File: config.mk
export PLATFORM = sky130hd
export DESIGN_NAME = loadable_up_counter_dec_n_flat
export DESIGN_NICKNAME = d
export VERILOG_FILES = /design/src/rtl/loadable_up_counter_dec_n_if.sv /design/src/rtl/loadable_up_counter_dec_n.sv /design/src/flat_wrapper.sv
export SDC_FILE = /design/constraint.sdc
export NUM_CORES = 1
export LEC_CHECK = 0
export BUFFER_PORTS_ARGS = -buffer_cell sky130_fd_sc_hd__buf_2
export CORE_UTILIZATION = 31
export DETAILED_ROUTE_END_ITERATION = 7
export PLACE_DENSITY_LB_ADDON = 0.2
export SLEW_MARGIN = 0
export SYNTH_ARGS = -nofsm -noshare
export SYNTH_HDL_FRONTEND = slang
export SYNTH_SLANG_ARGS = --single-unit
File: constraint.sdc
create_clock -name clk -period 1.7 [get_ports clk]
set_input_delay 0.085 -clock clk [delete_from_list [all_inputs] [get_ports clk]]
set_output_delay 0.085 -clock clk [all_outputs]
set_load 0.02 [all_outputs]
File: src/rtl/loadable_up_counter_dec_n_if.sv
// Bus bundle for the two-digit loadable BCD up counter.
// The master side drives the tick, enable and load controls; the counter drives the digits and pulses.
interface loadable_up_counter_dec_n_if;
  logic       clk_time;
  logic       count_enable;
  logic       load_enable;
  logic [3:0] set_value1;
  logic [3:0] set_value10;
  logic [3:0] inc1;
  logic [3:0] inc10;
  logic       inc_clk;
  logic       load_error;

  modport master (
    output clk_time, count_enable, load_enable, set_value1, set_value10,
    input  inc1, inc10, inc_clk, load_error
  );

  modport slave (
    input  clk_time, count_enable, load_enable, set_value1, set_value10,
    output inc1, inc10, inc_clk, load_error
  );
endinterface

File: src/rtl/loadable_up_counter_dec_n.sv
// Two-digit BCD up counter, modulus MODULUS (2..100), with synchronous parallel load,
// a one-cycle carry pulse on wrap and a one-cycle pulse on a rejected load value.
module loadable_up_counter_dec_n #(
  parameter int MODULUS = 60
) (
  input  logic                        clk,
  input  logic                        reset_n,
  loadable_up_counter_dec_n_if.slave  bus
);

  // Terminal count compared digit-wise, so MODULUS=100 terminates at 99.
  localparam logic [3:0] TERM_TENS = 4'((MODULUS - 1) / 10);
  localparam logic [3:0] TERM_ONES = 4'((MODULUS - 1) % 10);
  localparam logic [7:0] MOD_VAL   = 8'(MODULUS);

  logic [3:0] inc1_q, inc1_d;
  logic [3:0] inc10_q, inc10_d;
  logic       inc_clk_q, inc_clk_d;
  logic       load_error_q, load_error_d;

  logic [7:0] load_val;
  logic       load_ok;
  logic       tick;
  logic       at_term;

  // Wide enough for non-BCD digits (up to 165) so an illegal value cannot alias into range.
  assign load_val = ({4'd0, bus.set_value10} * 8'd10) + {4'd0, bus.set_value1};
  assign load_ok  = (bus.set_value1 <= 4'd9) && (bus.set_value10 <= 4'd9) && (load_val < MOD_VAL);
  assign tick     = bus.clk_time && bus.count_enable;
  assign at_term  = (inc10_q == TERM_TENS) && (inc1_q == TERM_ONES);

  always_comb begin
    // NOTE: every always_comb output gets a default first so no path can infer a latch.
    inc1_d       = inc1_q;
    inc10_d      = inc10_q;
    inc_clk_d    = 1'b0;
    load_error_d = 1'b0;

    if (bus.load_enable) begin
      if (load_ok) begin
        inc1_d  = bus.set_value1;
        inc10_d = bus.set_value10;
      end else begin
        inc1_d       = 4'd0;
        inc10_d      = 4'd0;
        load_error_d = 1'b1;
      end
    end else if (tick) begin
      if (at_term) begin
        inc1_d    = 4'd0;
        inc10_d   = 4'd0;
        inc_clk_d = 1'b1;
      end else if (inc1_q == 4'd9) begin
        inc1_d  = 4'd0;
        inc10_d = inc10_q + 4'd1;
      end else begin
        inc1_d = inc1_q + 4'd1;
      end
    end
  end

  // NOTE: sequential state uses non-blocking assignments so all registers update from pre-edge values.
  always_ff @(posedge clk or negedge reset_n) begin
    if (!reset_n) begin
      inc1_q       <= 4'd0;
      inc10_q      <= 4'd0;
      inc_clk_q    <= 1'b0;
      load_error_q <= 1'b0;
    end else begin
      inc1_q       <= inc1_d;
      inc10_q      <= inc10_d;
      inc_clk_q    <= inc_clk_d;
      load_error_q <= load_error_d;
    end
  end

  assign bus.inc1       = inc1_q;
  assign bus.inc10      = inc10_q;
  assign bus.inc_clk    = inc_clk_q;
  assign bus.load_error = load_error_q;

endmodule

File: src/flat_wrapper.sv
// flat-port wrapper written by rule: the top's interface ports become plain ports
module loadable_up_counter_dec_n_flat 
#(
  parameter int MODULUS = 60
)
  (clk, reset_n, bus_clk_time, bus_count_enable, bus_load_enable, bus_set_value1, bus_set_value10, bus_inc1, bus_inc10, bus_inc_clk, bus_load_error);
  loadable_up_counter_dec_n_if bus_i ();
  input  logic clk;
  input  logic reset_n;
  input wire logic [$bits(bus_i.clk_time)-1:0] bus_clk_time;
  input wire logic [$bits(bus_i.count_enable)-1:0] bus_count_enable;
  input wire logic [$bits(bus_i.load_enable)-1:0] bus_load_enable;
  input wire logic [$bits(bus_i.set_value1)-1:0] bus_set_value1;
  input wire logic [$bits(bus_i.set_value10)-1:0] bus_set_value10;
  output wire logic [$bits(bus_i.inc1)-1:0] bus_inc1;
  output wire logic [$bits(bus_i.inc10)-1:0] bus_inc10;
  output wire logic [$bits(bus_i.inc_clk)-1:0] bus_inc_clk;
  output wire logic [$bits(bus_i.load_error)-1:0] bus_load_error;
  assign bus_i.clk_time = bus_clk_time;
  assign bus_i.count_enable = bus_count_enable;
  assign bus_i.load_enable = bus_load_enable;
  assign bus_i.set_value1 = bus_set_value1;
  assign bus_i.set_value10 = bus_set_value10;
  assign bus_inc1 = bus_i.inc1;
  assign bus_inc10 = bus_i.inc10;
  assign bus_inc_clk = bus_i.inc_clk;
  assign bus_load_error = bus_i.load_error;
  loadable_up_counter_dec_n #(.MODULUS(MODULUS)) u_core (.clk(clk), .reset_n(reset_n), .bus(bus_i));
endmodule
# --- After elaboration in Yosys (flattened, before gate mapping) ---
# Cells that the tools add are included.
op_classes:
  div_mod_pow: 0
  n_addsub: 3
  n_eq_ne: 2
  mux: 15
  shift: 0
  bitwise_logic: 0
  order_cmp: 3
  multipliers: 1
  reduce_logical: 7
op_table:
  columns: ["cell", "count"]
  rows:
  - ["2-to-1 mux 4 bit", 10]
  - ["adder 4 x 1 -> 4 bit (second input constant)", 2]
  - ["adder 8 x 4 -> 8 bit", 1]
  - ["<= comparator 4 bit (second input constant)", 2]
  - ["< comparator 8 x 6 -> 1 bit (second input constant)", 1]
  - ["multiplier 4 x 3 -> 7 bit (second input constant)", 1]
  - ["2-to-1 mux 1 bit", 5]
  - ["equality test 4 x 3 -> 1 bit (second input constant)", 1]
  - ["equality test 4 bit (second input constant)", 1]
  - ["logical AND 1 bit", 4]
  - ["nonzero test 3 bit", 1]
  - ["AND reduction 2 bit", 1]
  - ["nonzero test 2 bit", 1]
word_totals:
  latch_bits: 0
  mem_bits_ro: 0
  output_inout_bits: 10
  mem_bits_rw: 0
  in_bits: 13
  mem_count: 0
  wordCells: 35
  regBits: 10

# --- Longest topological paths before layout ---
depth:
  ltp_word: 6
  mapped_depth: 8
  ltp_nobuf: 7

# --- Least setup slack after synthesis ---
# Ideal clock, no wire load.
synth_timing:
  path_type: "in2reg"
  from: "input bus_set_value10[1]"
  to: "register u_core.inc10_q[0], in the netlist u_core.bus.inc10[0]"
  path_buffers: 1
  setup_time_ns: 0.096
  slack_ns: -0.439
  required_ns: 1.604
  arrival_time_ns: 2.044
  stages: 8
  path_cell_list: "ha_1 > ha_1 > fa_1 > o211ai_1 > xnor2_1 > a2111o_1 > buf_6 > o32ai_2"
synth_via:
  elab_chain_cells: 6
  elab_cells_between_ends: 8
  classes_between: "1 x add/sub; 1 x mul; 2 x order compare; 2 x mux; 2 x reduce/logical"
synth_rtl:
  columns: ["item", "line_no", "rtl"]
  rows:
  - ["from (decl)", "flat_wrapper.sv:14", "input wire logic [$bits(bus_i.set_value10)-1:0] bus_set_value10;"]
  - ["multiplier 4 x 3 -> 7 bit", "loadable_up_counter_dec_n.sv:27", "assign load_val = ({4'd0, bus.set_value10} * 8'd10) + {4'd0, bus.set_value1};"]
  - ["adder 8 x 4 -> 8 bit", "loadable_up_counter_dec_n.sv:27", null]
  - ["< comparator 8 x 6 -> 1 bit", "loadable_up_counter_dec_n.sv:28", "assign load_ok = (bus.set_value1 <= 4'd9) && (bus.set_value10 <= 4'd9) && (load_val < MOD_VAL);"]
  - ["logical AND 1 bit *", "loadable_up_counter_dec_n.sv:28", null]
  - ["2-to-1 mux 4 bit *", "loadable_up_counter_dec_n.sv:40", "if (load_ok) begin"]
  - ["2-to-1 mux 4 bit *", "loadable_up_counter_dec_n.sv:39", "if (bus.load_enable) begin"]
  - ["to (signal assigned)", "loadable_up_counter_dec_n.sv:71", "inc10_q <= inc10_d;"]
  - ["to (decl)", "loadable_up_counter_dec_n.sv:17", "logic [3:0] inc10_q, inc10_d;"]
# Mark *: on every way between the ends. The rest lies on a longest branch, timed or not.
# A chain may end at the register's enable or synchronous reset.

# --- Worst setup path after layout ---
layout_timing:
  from: "input bus_set_value10[3]"
  to: "register u_core.inc10_q[0], in the netlist u_core.bus.inc10[0]"
# Same word-level chain as after synthesis.

==> summary.md <==
| Metric | Value |
|---|---|
| Status | finished with violations |
| Failing checks | negative setup slack |
| Final WL | 2070 um |
| Root buf cell | clkbuf_4 |
| Compound-Gate Fraction of Synth Area | 0.261 |
| CP most frequent cell | ha_4 |
| Largest family of logic cells by synthesized area | compound AO/OA/AOI/OAI gates |
| Die Y | 55.8 um |
| DR iter-0 viols | 9 |
| IO Port Bufs | 22 |
| GRT Total Usage | 0.147 |
| Yosys warns | 0 |
| Area growth syn-to-layout | 42.7% |
| Lkg Pwr | 0.579 nW |
| Vias in the first global route | 820 |
| Max incr delay on CP | 480 ps |
| Grt met2 use | 0.246 |
| M3 GR Usage | 0.0302 |
| Endpoints failing setup | 9 |
| Worst Path Arrival | 2100 ps |
| RR Startpoint | u_core.bus.inc1[2] |
| Source of the critical timing path | bus_set_value10[3] |
| Worst R2R End | u_core.bus.inc10[3] |
| Top cells by count, synth | nand2_1 (14), dfrtp_1 (10), ha_1 (8), o21ai_0 (6), o32ai_2 (6) |
| H-Tree Depth | 1 |
| Synth Register Bits | 10 |
| Final slew viol count | 0 |
| Reg2Reg Depth | 5 |
| Synth top area share | 0.279 |
| Core Util, Final | 0.464 |
| Worst Hold Class | in2reg |
| Met1 Track Usage GR | 0.197 |
| Global placer's final weighted congestion | 0.728 |
| Average wire per standard cell | 12.6 um |
| Global-route wire length before repair | 3640 um |
| Mux cell area share after synthesis | 0.0112 |
| Maxcap violations | 0 |
| Final hold slack | 83.8 ps |
| Core area | 2760 um^2 |
| Unrepaired setup endpoints after global routing | yes |
| CP cell instances | buf_8, ha_4, ha_4, fa_1, nor4b_2, and3_1, a2111o_1, buf_6, o32ai_2 |
| Hold path cells | 3 |
| Row count | 19 |
| Dominant cell type by area after synthesis | dfrtp_1 |
| Hold Path Sink | u_core.bus.inc1[0] |
| Reg clk slew, reported paths | 70 ps |
| Clk_lat worst skew | 270 ps |
| Largest net degree at the start of global routing | 19 |
| Worst slew pin tran | 407 ps |
| Max rail drop VDD | 0.408 mV |
| Tmin final | 1930 ps |
| Post-synth top flop | dfrtp_1 |
| DP HPWL | 1650 um |
| Max-slew headroom | 0.727 |
| Post-synth net total | 117 |
| EDFF count, synth | 0 |
| Num CTS Buffers | 3 |
| CP max-delay cell | fa_1 |
| Global route overflow | 0 |
| Sequential-to-total area share from yosys stat | 0.279 |
| Vias per cell | 5.10 |
| Adder-cell share of the synthesized area | 0.156 |
| Post-route ant nets | 0 |
| Hold Path Origin | bus_set_value1[0] |
| Full die area | 3110 um^2 |
| Crit end category | register |
| DR pass1 iterations | 4 |
| Worst-path fanout max | 5 |
| Power Density | 655 nW/um^2 |
| Most Used Layer, Global Route | met2 |
| Crit path kind | in2reg |
| Clock Sinks | 10 |
| Share of cells above drive strength 1 | 0.414 |
| Nets | 157 |
| Flop2flop setup slack | 130 ps |
| Antenna violations before repair | 0 |
| Setup ws final | -228 ps |
| Syn Area/Cell | 9.54 um^2 |
| ANT cells | 0 |
| Setup Total Neg Slack | -1750 ps |
| Async SR Flop Fraction | 1.00 |
| Post-Synth XOR/XNOR Area | 0.0391 |
| CP Data Required Time | 1880 ps |
| Initial Util | 0.325 |
| Fin. Hold Viols | 0 |
| Fill cells | 270 |
| Post-Synthesis Cells | 94 |
| Crit start category | input port |
| Post-synth cell types | 33 |
| Top-count cell post-synth | nand2_1 |
| Fmax | 519 MHz |
| Synth area leaders | dfrtp_1 (28%), ha_1 (11%), o32ai_2 (11%) |
| Die X | 55.8 um |
| I/O pin total | 23 |
| Simple logic cell fraction of the synthesized area | 0.220 |
| Clock skew | 1.20 ps |
| CTS tree | built |
| Vias | 836 |
| Maximum clock path buffer count | 2 |
| Tcrit/Tclk final | 1.13 |
| DR DRC count | 0 |
| Synthesized cell area | 897 um^2 |
placed cells by master, fill, tap and decap left out, types with 3 or more instances in the layout:
master / n
buf_4: 12
a21oi_1: 5
nor2b_1: 3
nand2_1: 14
clkbuf_4: 3
ha_1: 4
o21ai_0: 5
xor2_1: 3
nor3_1: 3
o32ai_2: 6
ha_4: 4
inv_1: 3
or3_1: 3
dfrtp_1: 10
buf_2: 21
worst max path at each step:
stage                                 end  slack [ps]  depth (start not counted)
detailed placement    u_core.bus.inc10[0]        -620                          9
finish                u_core.bus.inc10[0]        -230                          9
CTS                    u_core.bus.inc1[0]        -290                          9
floorplan           u_core.bus.load_error        -380                          8
global route           u_core.bus.inc1[1]        -280                          9
global placement       u_core.bus.inc1[2]        -610                          9
metrics by stage:
step,cell area (um^2),worst slack [ps],power [mW],instances
global placement,1170,-608,0.593,156
finish,1280,-228,0.839,164
global route,1280,-278,0.894,164
detailed placement,1170,-624,0.599,156
floorplan,948,-380,0.491,94
CTS,1260,-292,0.843,163
power by group:
group	switching, mW	internal [mW]	total, mW	leakage (nW)
clock network	0.0892	0.130	0.219	0.0210
logic	0.167	0.167	0.334	0.423
registers	0.0261	0.259	0.285	0.135
total	0.282	0.557	0.839	0.579
worst max-delay path: cells and delay by family:
| kind | cells | cell delay (ps) |
|---|---|---|
| AOI/OAI and AO/OA | 2 | 570 |
| adders and majority gates | 3 | 870 |
| buffers and inverters | 2 | 250 |
| and+or+nand+nor | 2 | 320 |
cell families after synthesis:
family,after synthesis
AND/OR/NAND/NOR,36
AO/OA/AOI/OAI,27
adder cells (fa/ha/maj),10
flip-flops,10
buffers and inverters,6
XOR/XNOR,4
multiplexers,1
cell type report:
cell class | instances | area [um^2] | area share
clock buffers | 4 | 36.3 | 0.0283
inverters | 3 | 11.3 | 0.00880
multi-input cells | 78 | 681 | 0.532
flip-flops and latches | 10 | 250 | 0.196
well taps | 31 | 38.8 | 0.0303
repair buffers | 38 | 263 | 0.205
metal layers:
metal	up-vias	share of wire
li1	436	-
met5	-	0
met3	3	0.040
met2	16	0.46
met4	0	0.0092
met1	381	0.49
registers in the layout, indices dropped and copies added, names as in the netlist:
| name | cells |
|---|---|
| u_core.bus.load_error | 1 |
| u_core.bus.inc10 | 4 |
| u_core.bus.inc_clk | 1 |
| u_core.bus.inc1 | 4 |
repair_timing:
action	CTS	global route
hold endpoints to repair	10	0
pin swaps	4	6
cloned	1	0
hold buffers	1	0
buffers inserted	1	1
setup endpoints to repair	9	9
resized for setup	5	3
No activity file was read; power rests on OpenSTA's default activity.
